--- config.mk ---
export PLATFORM = sky130hd
export DESIGN_NAME = if_stage
export DESIGN_NICKNAME = d
export VERILOG_FILES = /design/src/rtl/if_stage.sv
export SDC_FILE = /design/constraint.sdc
export NUM_CORES = 1
export LEC_CHECK = 0
export ABC_AREA = 1
export BUFFER_PORTS_ARGS = -buffer_cell sky130_fd_sc_hd__buf_4
export CAP_MARGIN = 20
export CORE_ASPECT_RATIO = 0.8
export CORE_MARGIN = 2
export CORE_UTILIZATION = 45
export DETAILED_ROUTE_END_ITERATION = 8
export PLACE_DENSITY = 0.65
export REMOVE_ABC_BUFFERS = 1
export SLEW_MARGIN = 40
export SYNTH_ARGS = -nofsm -noshare
export SYNTH_HDL_FRONTEND = slang
export SYNTH_SLANG_ARGS = --single-unit
--- constraint.sdc ---
create_clock -name clk -period 11 [get_ports clk]
set_clock_uncertainty 0.1 [all_clocks]
set_input_delay 2.2 -clock clk [delete_from_list [all_inputs] [get_ports clk]]
set_output_delay 2.2 -clock clk [all_outputs]
set_load 0.005 [all_outputs]
--- src/rtl/if_stage.sv ---
// Instruction fetch stage.
//
// Owns the fetch PC, issues word reads on a pipelined instruction bus, and
// buffers returned words until the decode stage takes them over the IF/ID
// interface.
//
// Ports:
//   clk, rst              core clock, asynchronous active-high reset
//   if_stall              decode not accepting; hold the current IF/ID output
//   if_flush, redirect_pc redirect to a new fetch PC
//   ibus_*                read request / in-order response bus
//   if2id_pipeline_ctrl   valid (+ misaligned-fetch exception flag)
//   if2id_pipeline_data   pc and instruction of the buffer head
//
// Optional feature macro: IF_MISALIGN_CHECK_EN
//   defined   - a misaligned redirect_pc produces one exception entry and fetch
//               halts until the next redirect
//   undefined - redirect_pc[1:0] is ignored (treated as zero)

package if_stage_pkg;

  typedef struct packed {
`ifdef IF_MISALIGN_CHECK_EN
    logic exception_instr_addr_misaligned;
`endif
    logic valid;
  } if2id_pipeline_ctrl_t;

  typedef struct packed {
    logic [31:0] pc;
    logic [31:0] instruction;
  } if2id_pipeline_data_t;

endpackage

module if_stage
  import if_stage_pkg::*;
#(
  parameter logic [31:0] RESET_PC        = 32'h0000_0000,
  parameter int unsigned MAX_OUTSTANDING = 2
) (
  input  logic                 clk,
  input  logic                 rst,
  input  logic                 if_stall,
  input  logic                 if_flush,
  input  logic [31:0]          redirect_pc,
  output logic                 ibus_read,
  output logic [31:0]          ibus_address,
  input  logic                 ibus_waitrequest,
  input  logic                 ibus_readdatavalid,
  input  logic [31:0]          ibus_readdata,
  output if2id_pipeline_ctrl_t if2id_pipeline_ctrl,
  output if2id_pipeline_data_t if2id_pipeline_data
);

  localparam int unsigned CntW = $clog2(MAX_OUTSTANDING + 1);
  localparam int unsigned IdxW = (MAX_OUTSTANDING > 1) ? $clog2(MAX_OUTSTANDING) : 1;

  typedef logic [CntW-1:0] cnt_t;
  typedef logic [IdxW-1:0] idx_t;

  localparam cnt_t        MaxCnt = cnt_t'(MAX_OUTSTANDING);
  localparam logic [CntW:0] MaxSum = (CntW + 1)'(MAX_OUTSTANDING);
  localparam idx_t        LastIdx = idx_t'(MAX_OUTSTANDING - 1);

  function automatic idx_t idx_inc(input idx_t i);
    return (i == LastIdx) ? '0 : i + 1'b1;
  endfunction

  // State
  logic        run_q;
  logic [31:0] pc_q, pc_d;
  cnt_t        out_q, out_d;      // accepted requests whose response is still owed
  cnt_t        disc_q, disc_d;    // owed responses that belong to a flushed stream
  cnt_t        bcnt_q, bcnt_d;
  idx_t        bhead_q, bhead_d, btail_q, btail_d;
  idx_t        rhead_q, rhead_d, rtail_q, rtail_d;
  logic [31:0] buf_pc_q  [MAX_OUTSTANDING];
  logic [31:0] buf_ins_q [MAX_OUTSTANDING];
  logic [31:0] rpc_q     [MAX_OUTSTANDING];
`ifdef IF_MISALIGN_CHECK_EN
  logic        buf_exc_q [MAX_OUTSTANDING];
  logic        halt_q, halt_d;
  logic        misalign;
`endif

  logic          pop, accept, rsp, rsp_drop, push;
  logic [CntW:0] credit_use;
  logic [31:0]   redir_pc;

`ifdef IF_MISALIGN_CHECK_EN
  assign redir_pc = redirect_pc;
  assign misalign = if_flush & (redirect_pc[1:0] != 2'b00);
`else
  logic unused_redir_lsb;
  assign redir_pc         = {redirect_pc[31:2], 2'b00};
  assign unused_redir_lsb = ^redirect_pc[1:0];
`endif

  always_comb begin
    pop = (bcnt_q != '0) & ~if_stall & ~if_flush;
    // The entry leaving this cycle frees its slot in time for a new request, which
    // is what lets back-to-back single-cycle responses stream at one per cycle.
    credit_use = {1'b0, out_q} + {1'b0, bcnt_q} - {{CntW{1'b0}}, pop};
    ibus_read  = run_q & ~if_flush & (credit_use < MaxSum);
`ifdef IF_MISALIGN_CHECK_EN
    ibus_read  = ibus_read & ~halt_q;
`endif
    ibus_address = pc_q;
    accept       = ibus_read & ~ibus_waitrequest;
    // A response with nothing owed (e.g. left over from before reset) is ignored.
    rsp          = ibus_readdatavalid & (out_q != '0);
    rsp_drop     = rsp & (disc_q != '0);
    push         = rsp & ~rsp_drop & ~if_flush;
  end

  always_comb begin
    pc_d    = pc_q;
    out_d   = out_q + cnt_t'(accept) - cnt_t'(rsp);
    disc_d  = rsp_drop ? disc_q - 1'b1 : disc_q;
    bcnt_d  = bcnt_q + cnt_t'(push) - cnt_t'(pop);
    bhead_d = pop ? idx_inc(bhead_q) : bhead_q;
    btail_d = push ? idx_inc(btail_q) : btail_q;
    rhead_d = push ? idx_inc(rhead_q) : rhead_q;
    rtail_d = accept ? idx_inc(rtail_q) : rtail_q;
`ifdef IF_MISALIGN_CHECK_EN
    halt_d  = halt_q;
`endif
    if (accept) begin
      pc_d = pc_q + 32'd4;
    end
    if (if_flush) begin
      // No request is issued this cycle, so every owed response except one
      // arriving right now belongs to the abandoned stream.
      pc_d    = redir_pc;
      disc_d  = out_q - cnt_t'(rsp);
      bcnt_d  = '0;
      bhead_d = '0;
      btail_d = '0;
      rhead_d = '0;
      rtail_d = '0;
`ifdef IF_MISALIGN_CHECK_EN
      halt_d  = misalign;
      if (misalign) begin
        bcnt_d  = cnt_t'(1);
        btail_d = idx_inc('0);
      end
`endif
    end
  end

  always_ff @(posedge clk or posedge rst) begin
    if (rst) begin
      run_q   <= 1'b0;
      pc_q    <= RESET_PC;
      out_q   <= '0;
      disc_q  <= '0;
      bcnt_q  <= '0;
      bhead_q <= '0;
      btail_q <= '0;
      rhead_q <= '0;
      rtail_q <= '0;
      for (int unsigned i = 0; i < MAX_OUTSTANDING; i++) begin
        buf_pc_q[i]  <= '0;
        buf_ins_q[i] <= '0;
        rpc_q[i]     <= '0;
`ifdef IF_MISALIGN_CHECK_EN
        buf_exc_q[i] <= 1'b0;
`endif
      end
`ifdef IF_MISALIGN_CHECK_EN
      halt_q  <= 1'b0;
`endif
    end else begin
      run_q   <= 1'b1;
      pc_q    <= pc_d;
      out_q   <= out_d;
      disc_q  <= disc_d;
      bcnt_q  <= bcnt_d;
      bhead_q <= bhead_d;
      btail_q <= btail_d;
      rhead_q <= rhead_d;
      rtail_q <= rtail_d;
`ifdef IF_MISALIGN_CHECK_EN
      halt_q  <= halt_d;
`endif
      if (accept) begin
        rpc_q[rtail_q] <= pc_q;
      end
      if (push) begin
        buf_pc_q[btail_q]  <= rpc_q[rhead_q];
        buf_ins_q[btail_q] <= ibus_readdata;
`ifdef IF_MISALIGN_CHECK_EN
        buf_exc_q[btail_q] <= 1'b0;
`endif
      end
`ifdef IF_MISALIGN_CHECK_EN
      if (misalign) begin
        buf_pc_q[0]  <= redirect_pc;
        buf_ins_q[0] <= 32'h0;
        buf_exc_q[0] <= 1'b1;
      end
`endif
    end
  end

  // Outputs are a mux over flops only; nothing from the ibus reaches them directly.
  always_comb begin
    if2id_pipeline_ctrl       = '0;
    if2id_pipeline_data       = '0;
    if2id_pipeline_ctrl.valid = (bcnt_q != '0);
    if (bcnt_q != '0) begin
      if2id_pipeline_data.pc          = buf_pc_q[bhead_q];
      if2id_pipeline_data.instruction = buf_ins_q[bhead_q];
`ifdef IF_MISALIGN_CHECK_EN
      if2id_pipeline_ctrl.exception_instr_addr_misaligned = buf_exc_q[bhead_q];
`endif
    end
  end

  // The credit rule keeps the buffer from overflowing.
  assert property (@(posedge clk) disable iff (rst) push |-> (bcnt_q < MaxCnt));
  // A response with nothing owed indicates a bus protocol problem.
  assert property (@(posedge clk) disable iff (rst) ibus_readdatavalid |-> (out_q != '0));

endmodule

Word level (Yosys, flattened, before mapping) --
Index checks and enable logic that the tools add are counted.
Storage, ports and cells: register bits after elaboration 235, input bits 70, word-level logic and storage cells 95
Operators by class: multiplexer cells 34, bitwise operators 17, reduce and logical (&&, ||, !) cells 9, add/subtract/negate cells 13, $lt $le $gt $ge 7
Operators with widths (count):
- 2-to-1 mux 32 bit | 13
- bitwise mux 64 bit | 3
- demux 32 bit (select 1 bit) | 2
- 2-to-1 mux 64 bit | 1
- adder 32 x 3 -> 32 bit, second input constant | 1
- nonzero test 2 bit | 7
- 2-to-1 mux 1 bit | 12
- bitwise AND 1 bit | 9
- >= comparator 2 bit, second input constant | 4
- inverter 1 -> 2 bit | 4
- 2-to-1 mux 2 bit | 3
- subtractor 2 x 1 -> 2 bit | 3
- adder 1 bit, second input constant | 4
- adder 2 x 1 -> 2 bit | 2
- less-than comparator 2 x 1 -> 1 bit, second input constant | 2
- inverter 1 bit | 4
- adder 2 x 2 -> 3 bit | 1
- less-than comparator 3 x 2 -> 1 bit, second input constant | 1
- subtractor 3 x 1 -> 3 bit | 1
- logical AND 1 bit | 2
- subtractor 2 x 1 -> 2 bit, second input constant | 1

Logic depth before layout (Yosys ltp) --
word-level depth 9, mapped depth 16, mapped depth without buffers 14

Worst setup path after synthesis --
Ideal clock, no wire load.
path type input -> output, start in if_flush, end out ibus_read, path slack 4.782 ns, data required time 8.700 ns, arrival 3.918 ns, stages on the path 8, path through buf_6 > clkbuf_1 > nor2_1 > ha_1 > or2_2 > fa_1 > nand3_1 > nor2_1
On the way: word-level cells in the longest chain between the ends 5, elaborated cells on any way between the ends 6
Ends and longest elaborated chain:
- start, declared | RTL line 45 | input logic if_flush,
- inverter 1 bit (*) | RTL line 101, 105
- bitwise AND 1 bit | RTL line 101 | pop = (bcnt_q != '0) & ~if_stall & ~if_flush;
- subtractor 3 x 1 -> 3 bit | RTL line 104 | credit_use = {1'b0, out_q} + {1'b0, bcnt_q} - {{CntW{1'b0}}, pop};
- less-than comparator 3 x 2 -> 1 bit | RTL line 105 | ibus_read = run_q & ~if_flush & (credit_use < MaxSum);
- bitwise AND 1 bit (*) | RTL line 105
- end, declared | RTL line 47 | output logic ibus_read,
Every way passes the cells marked *; elsewhere a longest branch is shown, timed or not.

Worst setup path in the final report --
Same ends and word-level chain as after synthesis.

==> impl_metrics.py <==
metrics = {
    "run_status": {
        "status": "finished, final reports clean",
    },
    "power_and_ir_drop": {
        "power-per-cell-area_nw_per_um2": 234,
        "p_leak_nw": 6.69,
        "fin_total_pwr_mw": 3.09,
        "ir_drop_mv": 0.170,
    },
    "timing": {
        "fin_crit_ns": 6.40,
        "grt_setup_unrepaired": "false",
        "finalSetupTns_ns": 0,
        "final_max_slew_viol_count": 0,
        "hold_viol": 0,
        "setup_viol": 0,
        "max_clock_freq_mhz": 156,
        "worst_pin_slew_ns": 0.770,
        "relSlewSlack": 0.486,
        "fin_crit_sh": 0.582,
    },
    "floorplanning": {
        "die_x_um": 180,
        "coreArea_um2": 24300,
        "die_h_um": 144,
        "rows": 51,
        "dieArea_um2": 25900,
        "io_pins": 168,
        "start_util": 0.457,
    },
    "logic_synthesis": {
        "synth.distinct_cells": 31,
        "syn_area_um2": 11100,
        "ys_seq_elements": 225,
        "yosysSeqAreaShare": 0.507,
        "synth_warnings": 0,
        "synthCells": 1449,
        "syn_avg_cell_area_um2": 7.66,
    },
    "place": {
        "portBuffers": 161,
        "place_area_um2": 12400,
        "dpl.hpwl_um": 17400,
        "gp_congestion": 0.869,
    },
    "grt": {
        "grt_pass1_wl_um": 45700,
        "grt_start_max_net_pins": 148,
        "track_usage": 0.216,
        "antenna_found_initial": 0,
        "grt_overflow_total": 0,
        "grt_pass1_vias": 8793,
    },
    "drt": {
        "drt_drc_violations_left": 0,
        "firstDrtPassIters": 5,
        "drtIter0Drc": 649,
        "drt-vias-per-instance": 5.01,
        "drt_wl_total_um": 28100,
        "via_count": 9485,
        "avgRoutedWirePerCell_um": 14.9,
        "drt.antenna.violating_nets": 0,
    },
    "clocking": {
        "clockBufferDepth": 3,
        "root_buffer": "clkbuf_16",
        "clk_latency_ns": 0.52,
        "clk_pin_slew_ns": 0.05,
        "ctsHoldBuffers": 0,
        "htree_levels": 1,
        "post_cts_buffers": 0,
        "cts_tree": "built",
        "numCtsBuffers": 24,
        "cts_resized": 0,
        "numClockSinks": 225,
    },
    "setup_path": {
        "crit_path_max_fanout": 36,
        "critPathKind": "in -> out",
        "reg2regPathDepth": 15,
        "worstReg2RegStart": "bcnt_q[1]",
        "rrSetupSlack_ns": 6.62,
        "startpoint": "if_flush",
        "timing.rr.end": "out_q[1]",
        "endpoint": "ibus_read",
        "crit_path_start_kind": "input pin",
        "worstSetupEndpointType": "output port",
        "required_ns": 8.70,
        "critPathArrivalTime_ns": 4.10,
    },
    "finish": {
        "nFillCells": 2296,
        "drive_above_1_share": 0.145,
        "nets": 1640,
        "final-seq-area_um2": 5630,
        "area_growth_syn_to_layout_pct": 19.1,
        "fin_area_um2": 13200,
        "multi_input_area_um2": 4460,
        "antenna_cells": 0,
    },
    "hold_path": {
        "hold_class": "reg -> reg",
    },
    "run": {
        "drv_cap": 0,
    },
}
-- synthesized netlist by cell type, drive strengths merged --
library cell | count | share of area
a21oi | 63 | 0.028
buf | 39 | 0.024
clkbuf | 50 | 0.017
clkinv | 1 | 0.00034
conb | 2 | 0.00068
dfrtp | 225 | 0.51
fa | 1 | 0.0018
ha | 9 | 0.010
inv | 152 | 0.052
nand2 | 515 | 0.17
nand3 | 98 | 0.045
nand3b | 1 | 0.0018
nand4 | 1 | 0.00056
nor2 | 50 | 0.020
o211ai | 1 | 0.00068
o21a | 1 | 0.00079
o21ai | 218 | 0.098
o21bai | 8 | 0.0054
or2 | 2 | 0.0011
xnor2 | 8 | 0.0063
xor2 | 4 | 0.0032
-- cells by family after synthesis --
group	share of synthesized area
compound gates	0.134
xor+xnor	0.00947
fa+ha+maj	0.0119
buf+inv	0.0936
flops	0.507
other cells	0.000677
simple gates	0.244
-- worst min path at each step --
stage                     depth (start not counted)  slack (ns)           end          from
final                                             2        0.36  buf_pc_q[42]  buf_pc_q[42]
after global routing                              2        0.39  buf_pc_q[42]  buf_pc_q[42]
after global placement                            2        0.35  buf_pc_q[42]  buf_pc_q[42]
after floorplan                                   2        0.34  buf_pc_q[63]  buf_pc_q[63]
after CTS                                         2        0.37  buf_pc_q[42]  buf_pc_q[42]
after detailed placement                          2        0.35  buf_pc_q[50]  buf_pc_q[50]
-- layout make-up --
| type | count | area share |
|---|---|---|
| flip-flops and latches | 225 | 0.426 |
| multi-input cells | 985 | 0.338 |
| repair buffers | 171 | 0.101 |
| clock buffers | 35 | 0.0540 |
| inverters | 153 | 0.0448 |
| well taps | 318 | 0.0301 |
| clock inverters | 6 | 0.00625 |
-- stage by stage --
stage	setup slack [ns]	utilization	cells	hold slack (ns)
after floorplan	2.54	-	1363	0.337
after global placement	4.59	0.508	1850	0.350
after detailed placement	4.59	0.510	1851	0.354
after CTS	4.58	0.542	1892	0.368
after global routing	4.47	0.544	1893	0.394
final	4.60	0.544	1893	0.364
-- routing by layer --
| layer | track usage | vias up | part of all wire |
|---|---|---|---|
| met5 | 0 | - | 0 |
| met4 | 0.0424 | 0 | 0.018 |
| met3 | 0.0252 | 34 | 0.051 |
| met2 | 0.347 | 234 | 0.44 |
| met1 | 0.319 | 4436 | 0.49 |
| li1 | - | 4781 | - |
-- critical path, cell delays in order --
cell and delay [ns]:
buf_4 0.34, nor2_1 0.13, ha_1 0.29, or2_2 0.30, fa_1 0.48, nand3_1 0.09, nor2_1 0.14, buf_4 0.12
-- flip-flops by register name, summed over array words and instances (netlist names) --
register and count:
run_q 1, rhead_q 1, disc_q 2, out_q 2
ibus_address 30, buf_pc_q 60, bhead_q 1, buf_ins_q 64
btail_q 1, bcnt_q 2, rtail_q 1, rpc_q 60
-- layout by cell type (no fill, tap or decap), types with 3 or more instances in the layout --
cell and n:
xnor2_1 8, a21oi_1 63, inv_1 145, o21ai_0 186
clkbuf_16 25, o21ai_1 32, o21bai_1 8, nand2_1 513
clkbuf_1 5, buf_6 3, nand3_1 97, inv_2 4
nor2_1 44, buf_4 166, conb_1 5, ha_1 9
nor2_4 3, xor2_1 4, dfrtp_1 223, clkinv_2 3
clkbuf_8 5
-- power breakdown --
group | total [mW] | leakage, nW | switching [mW] | internal [mW]
clock network | 0.821 | 0.390 | 0.327 | 0.493
logic | 0.908 | 3.48 | 0.554 | 0.355
registers | 1.36 | 2.82 | 0.198 | 1.16
total | 3.09 | 6.69 | 1.08 | 2.01
No activity file was read; power rests on OpenSTA's default activity.
